## src/rtl/blackparrot_fpga_host_cmd_arbiter.sv

```systemverilog
`default_nettype none
// ============================================================================
// Module  : blackparrot_fpga_host_cmd_arbiter
// Purpose : Shares one fifo-to-AXI command path between the NBF loader (r0)
//           and the host MMIO port (r1). Order FIFOs route responses back.
//           A quiesce FSM drains outstanding traffic.
// Option  : BLACKPARROT_FPGA_HOST_CMD_ARB_FIXED_PRIO_EN -> r0 always wins ties
// Rev     : 1.0  initial release
// ============================================================================
module blackparrot_fpga_host_cmd_arbiter #(
  parameter int addr_width_p = 64,
  parameter int data_width_p = 64,
  parameter int credits_p    = 64
) (
  input  logic                    m_axi_aclk,
  input  logic                    m_axi_aresetn,
  input  logic                    r0_v_i,
  input  logic                    r0_w_i,
  input  logic [addr_width_p-1:0] r0_addr_i,
  input  logic [data_width_p-1:0] r0_data_i,
  input  logic [2:0]              r0_size_i,
  output logic                    r0_ready_and_o,
  output logic                    r0_wr_done_o,
  output logic                    r0_rd_v_o,
  output logic [data_width_p-1:0] r0_rd_data_o,
  input  logic                    r0_rd_ready_and_i,
  input  logic                    r1_v_i,
  input  logic                    r1_w_i,
  input  logic [addr_width_p-1:0] r1_addr_i,
  input  logic [data_width_p-1:0] r1_data_i,
  input  logic [2:0]              r1_size_i,
  output logic                    r1_ready_and_o,
  output logic                    r1_wr_done_o,
  output logic                    r1_rd_v_o,
  output logic [data_width_p-1:0] r1_rd_data_o,
  input  logic                    r1_rd_ready_and_i,
  output logic                    cmd_v_o,
  output logic                    cmd_w_o,
  output logic [addr_width_p-1:0] cmd_addr_o,
  output logic [data_width_p-1:0] cmd_data_o,
  output logic [2:0]              cmd_size_o,
  input  logic                    cmd_ready_and_i,
  input  logic                    wr_done_v_i,
  input  logic                    rd_v_i,
  input  logic [data_width_p-1:0] rd_data_i,
  output logic                    rd_ready_and_o,
  input  logic                    quiesce_i,
  output logic                    quiesce_done_o,
  output logic                    err_o
);

  localparam int PTR_W = (credits_p > 1) ? $clog2(credits_p) : 1;
  localparam int CNT_W = PTR_W + 1;

  localparam logic [1:0] ST_RUN   = 2'd0;
  localparam logic [1:0] ST_DRAIN = 2'd1;
  localparam logic [1:0] ST_QUIET = 2'd2;

  logic       live;
  logic [1:0] state, state_nxt;
  logic       run;
  logic       lock, lock_nxt, lock_id;
  logic       sel, sel_v, sel_w, pick_both;
  logic       grant_en, cmd_v, hs;
  // index 0 = write-order FIFO, index 1 = read-order FIFO
  logic [1:0] push, pop, full, empty, head, drained;

  // Combinational outputs are forced low while reset is held.
  assign live = m_axi_aresetn;

`ifdef BLACKPARROT_FPGA_HOST_CMD_ARB_FIXED_PRIO_EN
  assign pick_both = 1'b0;
`else
  logic rr_last;
  always_ff @(posedge m_axi_aclk or negedge m_axi_aresetn) begin
    if (!m_axi_aresetn) rr_last <= 1'b1;
    else if (hs)        rr_last <= sel;
  end
  assign pick_both = ~rr_last;
`endif

  always_comb begin
    sel = pick_both;
    if (lock)                  sel = lock_id;
    else if (r0_v_i ^ r1_v_i)  sel = r1_v_i;
  end

  assign sel_v    = sel ? r1_v_i : r0_v_i;
  assign sel_w    = sel ? r1_w_i : r0_w_i;
  assign grant_en = run & ~(sel_w ? full[0] : full[1]);
  assign cmd_v    = live & sel_v & grant_en;
  assign hs       = cmd_v & cmd_ready_and_i;
  assign lock_nxt = (cmd_v & ~cmd_ready_and_i) | (lock & ~hs);

  always_ff @(posedge m_axi_aclk or negedge m_axi_aresetn) begin
    if (!m_axi_aresetn) begin
      lock    <= 1'b0;
      lock_id <= 1'b0;
    end else begin
      lock <= lock_nxt;
      if (cmd_v & ~cmd_ready_and_i) lock_id <= sel;
    end
  end

  assign push[0] = hs & sel_w;
  assign push[1] = hs & ~sel_w;
  assign rd_ready_and_o = live & (empty[1] | (head[1] ? r1_rd_ready_and_i : r0_rd_ready_and_i));
  assign pop[0]  = live & wr_done_v_i & ~empty[0];
  assign pop[1]  = live & rd_v_i & ~empty[1] & rd_ready_and_o;

  for (genvar c = 0; c < 2; c++) begin : g_fifo
    logic [PTR_W-1:0] wptr, rptr;
    logic [CNT_W-1:0] count, count_nxt;
    logic             mem [credits_p];

    assign count_nxt  = count + CNT_W'(push[c]) - CNT_W'(pop[c]);
    assign full[c]    = (count == CNT_W'(credits_p));
    assign empty[c]   = (count == '0);
    assign drained[c] = (count_nxt == '0);
    assign head[c]    = mem[rptr];

    always_ff @(posedge m_axi_aclk or negedge m_axi_aresetn) begin
      if (!m_axi_aresetn) begin
        wptr  <= '0;
        rptr  <= '0;
        count <= '0;
      end else begin
        if (push[c]) wptr <= wptr + 1'b1;
        if (pop[c])  rptr <= rptr + 1'b1;
        count <= count_nxt;
      end
    end

    always_ff @(posedge m_axi_aclk) begin
      if (push[c]) mem[wptr] <= sel;
    end
  end

  always_ff @(posedge m_axi_aclk or negedge m_axi_aresetn) begin
    if (!m_axi_aresetn) state <= ST_RUN;
    else                state <= state_nxt;
  end

  // Entering DRAIN waits for any locked transfer so it is never stranded.
  always_comb begin
    state_nxt = state;
    case (state)
      ST_RUN:   if (quiesce_i && !lock_nxt) state_nxt = ST_DRAIN;
      ST_DRAIN: if (!quiesce_i) state_nxt = ST_RUN;
                else if (&drained) state_nxt = ST_QUIET;
      ST_QUIET: if (!quiesce_i) state_nxt = ST_RUN;
      default:  state_nxt = ST_RUN;
    endcase
  end

  always_comb begin
    run            = (state == ST_RUN);
    quiesce_done_o = (state == ST_QUIET);
  end

  always_ff @(posedge m_axi_aclk or negedge m_axi_aresetn) begin
    if (!m_axi_aresetn) err_o <= 1'b0;
    else if ((wr_done_v_i && empty[0]) || (rd_v_i && empty[1])) err_o <= 1'b1;
  end

  assign cmd_v_o        = cmd_v;
  assign cmd_w_o        = live & sel_w;
  assign cmd_addr_o     = live ? (sel ? r1_addr_i : r0_addr_i) : '0;
  assign cmd_data_o     = live ? (sel ? r1_data_i : r0_data_i) : '0;
  assign cmd_size_o     = live ? (sel ? r1_size_i : r0_size_i) : '0;
  assign r0_ready_and_o = hs & ~sel;
  assign r1_ready_and_o = hs & sel;
  assign r0_wr_done_o   = pop[0] & ~head[0];
  assign r1_wr_done_o   = pop[0] & head[0];
  assign r0_rd_v_o      = live & rd_v_i & ~empty[1] & ~head[1];
  assign r1_rd_v_o      = live & rd_v_i & ~empty[1] & head[1];
  assign r0_rd_data_o   = live ? rd_data_i : '0;
  assign r1_rd_data_o   = live ? rd_data_i : '0;

endmodule
`default_nettype wire

```

## config.mk

```make
export PLATFORM = sky130hd
export DESIGN_NAME = blackparrot_fpga_host_cmd_arbiter
export DESIGN_NICKNAME = d
export VERILOG_FILES = /design/src/rtl/blackparrot_fpga_host_cmd_arbiter.sv
export SDC_FILE = /design/constraint.sdc
export NUM_CORES = 1
export LEC_CHECK = 0
export ABC_AREA = 1
export CORE_AREA = 2 2 234 236
export DETAILED_ROUTE_END_ITERATION = 12
export DIE_AREA = 0 0 236 238
export SETUP_SLACK_MARGIN = 0.05
export SLEW_MARGIN = 20
export SYNTH_ARGS = -nofsm -noshare
export SYNTH_HDL_FRONTEND = slang
export SYNTH_SLANG_ARGS = --single-unit
```

## constraint.sdc

```tcl
create_clock -name m_axi_aclk -period 3.5 [get_ports m_axi_aclk]
set_input_delay 0.525 -clock m_axi_aclk [delete_from_list [all_inputs] [get_ports m_axi_aclk]]
set_output_delay 0.525 -clock m_axi_aclk [all_outputs]
set_load 0.02 [all_outputs]
```

==> metrics.csv <==
stage,metric,value,unit
timing,rsz0062_at_grt,true,
timing,fmax,287,MHz
power_and_ir_drop,cellPowerDensity,668,nW/um^2
detailed_routing,viasPerCell,4.49,
timing,clock_skew,20.0,ps
critical_path,endpoint_kind,flip-flop,
synthesis,synth_top_area_share,0.333,
global_route,grt_pass1_wl,87.1,mm
synthesis,synth_cell_types,37,
floorplanning,dieArea,56200,um^2
floorplanning,io_pins,608,
critical_path,cp_slowest_stage_delay,480,ps
clock_network,cts_tree,yes,
synthesis,synth_area,11500,um^2
floorplanning,rows,85,
global_route,antenna_found_initial,7,
critical_path,cp-startpoint,g_fifo[1].rptr[0],
timing,relSlewSlack,0.594,
timing,setup_ws,17.2,ps
synthesis,ys_seq_elements,172,
layout,post-route-util,0.357,
clock_network,cts-root-buf,clkbuf_16,
critical_path,rrSetupSlack,20,ps
place,gp_congestion,0.929,
timing,slew_viol_final,0,
global_route,grt_pass1_vias,12400,
layout,design_area,19100,um^2
critical_path,timing.rr.start,g_fifo[1].rptr[0],
synthesis,synth-main-ff-cell,edfxtp_1,
clock_network,clk_pin_slew,80,ps
synthesis,synth-edff-count,128,
run,drv_cap,0,
global_route,grt_max_degree,111,
synthesis,seq_area_frac_synth,0.429,
detailed_routing,drcViolationCount,0,
timing,hold_viol,0,
synthesis,ys_top_cells_by_area,"edfxtp_1, nor2_1, dfrtp_1, o21ai_0, nand2_1",
synthesis,syn_area_per_cell,7.33,um^2
critical_path,critPathTopFamily,simple AND/OR/NAND/NOR gates,
timing,period_share,0.995,
power_and_ir_drop,cellLeakagePower,8.01,nW
place,dp_hpwl,51.7,mm
synthesis,syn-num-nets,1935,
critical_path,start_kind,flip-flop,
place,placed_area,18100,um^2
layout,syn2layout_area_growth,65.6,%
detailed_routing,wl,63.1,mm
clock_network,cts_buffers,17,
timing,finalCriticalPeriod,3480,ps
floorplanning,dieHeight,238,um
critical_path,r2r_cells,29,
critical_path,cp.arrival,3870,ps
floorplanning,initial_core_util,0.216,
clock_network,cts-htree-levels,4,
layout,drive_gt1_frac,0.0808,
critical_path,required,3880,ps
hold_path,hp-class,input port to asynchronous set/reset pin,
critical_path,worst-path-stages,29,
critical_path,path_max_fanout,8,
global_route,grt_use_total,0.214,
detailed_routing,vias,12700,
synthesis,syn_inst,1573,
power_and_ir_drop,vdd_drop_max,0.000379,V
detailed_routing,wl_per_cell,22.3,um
synthesis,synthArstFlopShare,0.256,
layout,nets,2478,
critical_path,path_class,flip-flop to flip-flop,
place,io_buffers,607,
clock_network,cts.path.max_buffers,2,
floorplanning,core,53500,um^2
detailed_routing,first_pass_iters,7,
critical_path,timing.rr.end,state[1],
critical_path,cp_common_cell,nand2_1,
timing,setup_viol,0,
floorplanning,die_w,236,um
timing,worst_pin_slew,608,ps
critical_path,crit_path_top_delay_cell,dfrtp_2,
global_route,grt_overflow_total,0,
detailed_routing,route.antenna.remaining_nets,0,
clock_network,cts_sinks,172,
outcome,outcome,finished clean,
synthesis,synth_top_cell_by_area,edfxtp_1,
critical_path,crit_end,state[1],
clock_network,clk_latency,440,ps
detailed_routing,first_iter_violations,826,
critical_path,crit_buf_inv,4,
place,dpl_worst_slack,-338,ps
synthesis,yosysWarnings,0,
==> metal layers <==
layer | routed length (um) | up-vias | global-route usage
li1 | - | 6035 | -
met1 | 24800 | 6138 | 0.252
met2 | 32800 | 478 | 0.393
met3 | 4090 | 50 | 0.0474
met4 | 1390 | 2 | 0.0527
met5 | 13 | - | 0
==> cell usage after synthesis, types with 9 or more instances <==
library cell and number:
a21oi_1 12, buf_4 71, clkbuf_1 55, dfrtp_1 43, edfxtp_1 128, ha_1 22, inv_1 174, nand2_1 231
nand3_1 76, nor2_1 460, nor3_1 9, o21ai_0 185, xor2_1 27
==> flip-flops by register name, summed over array words and instances, names as in the netlist <==
| register | cells |
|---|---|
| g_fifo.wptr | 12 |
| lock | 1 |
| g_fifo.mem | 128 |
| g_fifo.count | 14 |
| rr_last | 1 |
| state | 2 |
| err_o | 1 |
| g_fifo.rptr | 12 |
| lock_id | 1 |
==> metrics by stage <==
| stage | hold WS (ps) | setup TNS [ps] | power (mW) | std cells |
|---|---|---|---|---|
| detailed placement | 486 | -739 | 10.4 | 2787 |
| global placement | 472 | -622 | 10.3 | 2787 |
| global route | 199 | -746 | 13.6 | 2827 |
| floorplan | 229 | 0 | 7.27 | 1573 |
| finish | 134 | 0 | 12.8 | 2829 |
| CTS | 197 | 0 | 12.5 | 2820 |
==> where the power goes <==
group / total [mW] / switching [mW] / internal [mW]
clock network: 1.98 / 0.985 / 0.991
logic: 7.74 / 4.79 / 2.95
registers: 3.05 / 0.295 / 2.75
==> cells by family after synthesis <==
logic type      count (synthesis)  synth area share
compound gates                215            0.0970
simple gates                  817             0.298
xor+xnor                       28            0.0213
flops                         172             0.429
fa+ha+maj                      24            0.0273
buf+inv                       317             0.127
==> cells in the final DEF (no fill, tap or decap), drive strengths merged, types with 2 or more instances in the layout <==
cell and instances:
a21oi 12, nand2 242, or2 2, o22ai 8, nand3 82, nor4 2
nor2 464, inv 184, ha 22, edfxtp 128, buf 66, nor3 11
dfrtp 43, fa 2, clkbuf 17, nand4 13, dlymetal6s2s 5, diode 4
o221ai 8, o21ai 186, clkinv 8, clkdlybuf4s50 593, xor2 27
==> repair_timing <==
item                       in CTS  in global routing
hold endpoints to repair        0                  0
setup endpoints to repair      37                 70
buffers inserted                0                  6
hold buffers                    0                  0
gates resized for setup        20                 66
cloned                          1                  0
pin swaps                       4                 31
==> area by class of cell <==
type / instances / area [um^2]
Tap cell: 696 / 871
Clock buffer: 17 / 425
Inverter: 177 / 674
Multi-Input combinational cell: 1084 / 5300
Antenna cell: 4 / 10.0
Fill cell: 5512 / 34400
Sequential cell: 172 / 4950
Clock inverter: 15 / 204
Timing Repair Buffer: 664 / 6670
==> how the worst min path moves through the flow <==
stage                              from           endpoint  depth (start not counted)
after floorplan           m_axi_aresetn              err_o                          0
after global placement          lock_id            lock_id                          2
after detailed placement          err_o              err_o                          2
after CTS                 m_axi_aresetn  g_fifo[0].rptr[0]                          2
after global routing      m_axi_aresetn  g_fifo[0].rptr[0]                          2
final                     m_axi_aresetn  g_fifo[0].rptr[0]                          2
==> worst reg2reg max path, delay by kind of cell (launching register included) <==
family | cells | cell delay (ps)
buffers and inverters | 4 | 390
adder cells (fa/ha/maj) | 3 | 770
AO/OA/AOI/OAI | 2 | 210
flip-flops | 1 | 480
AND/OR/NAND/NOR | 20 | 1580
(Power assumes the default switching activity.)
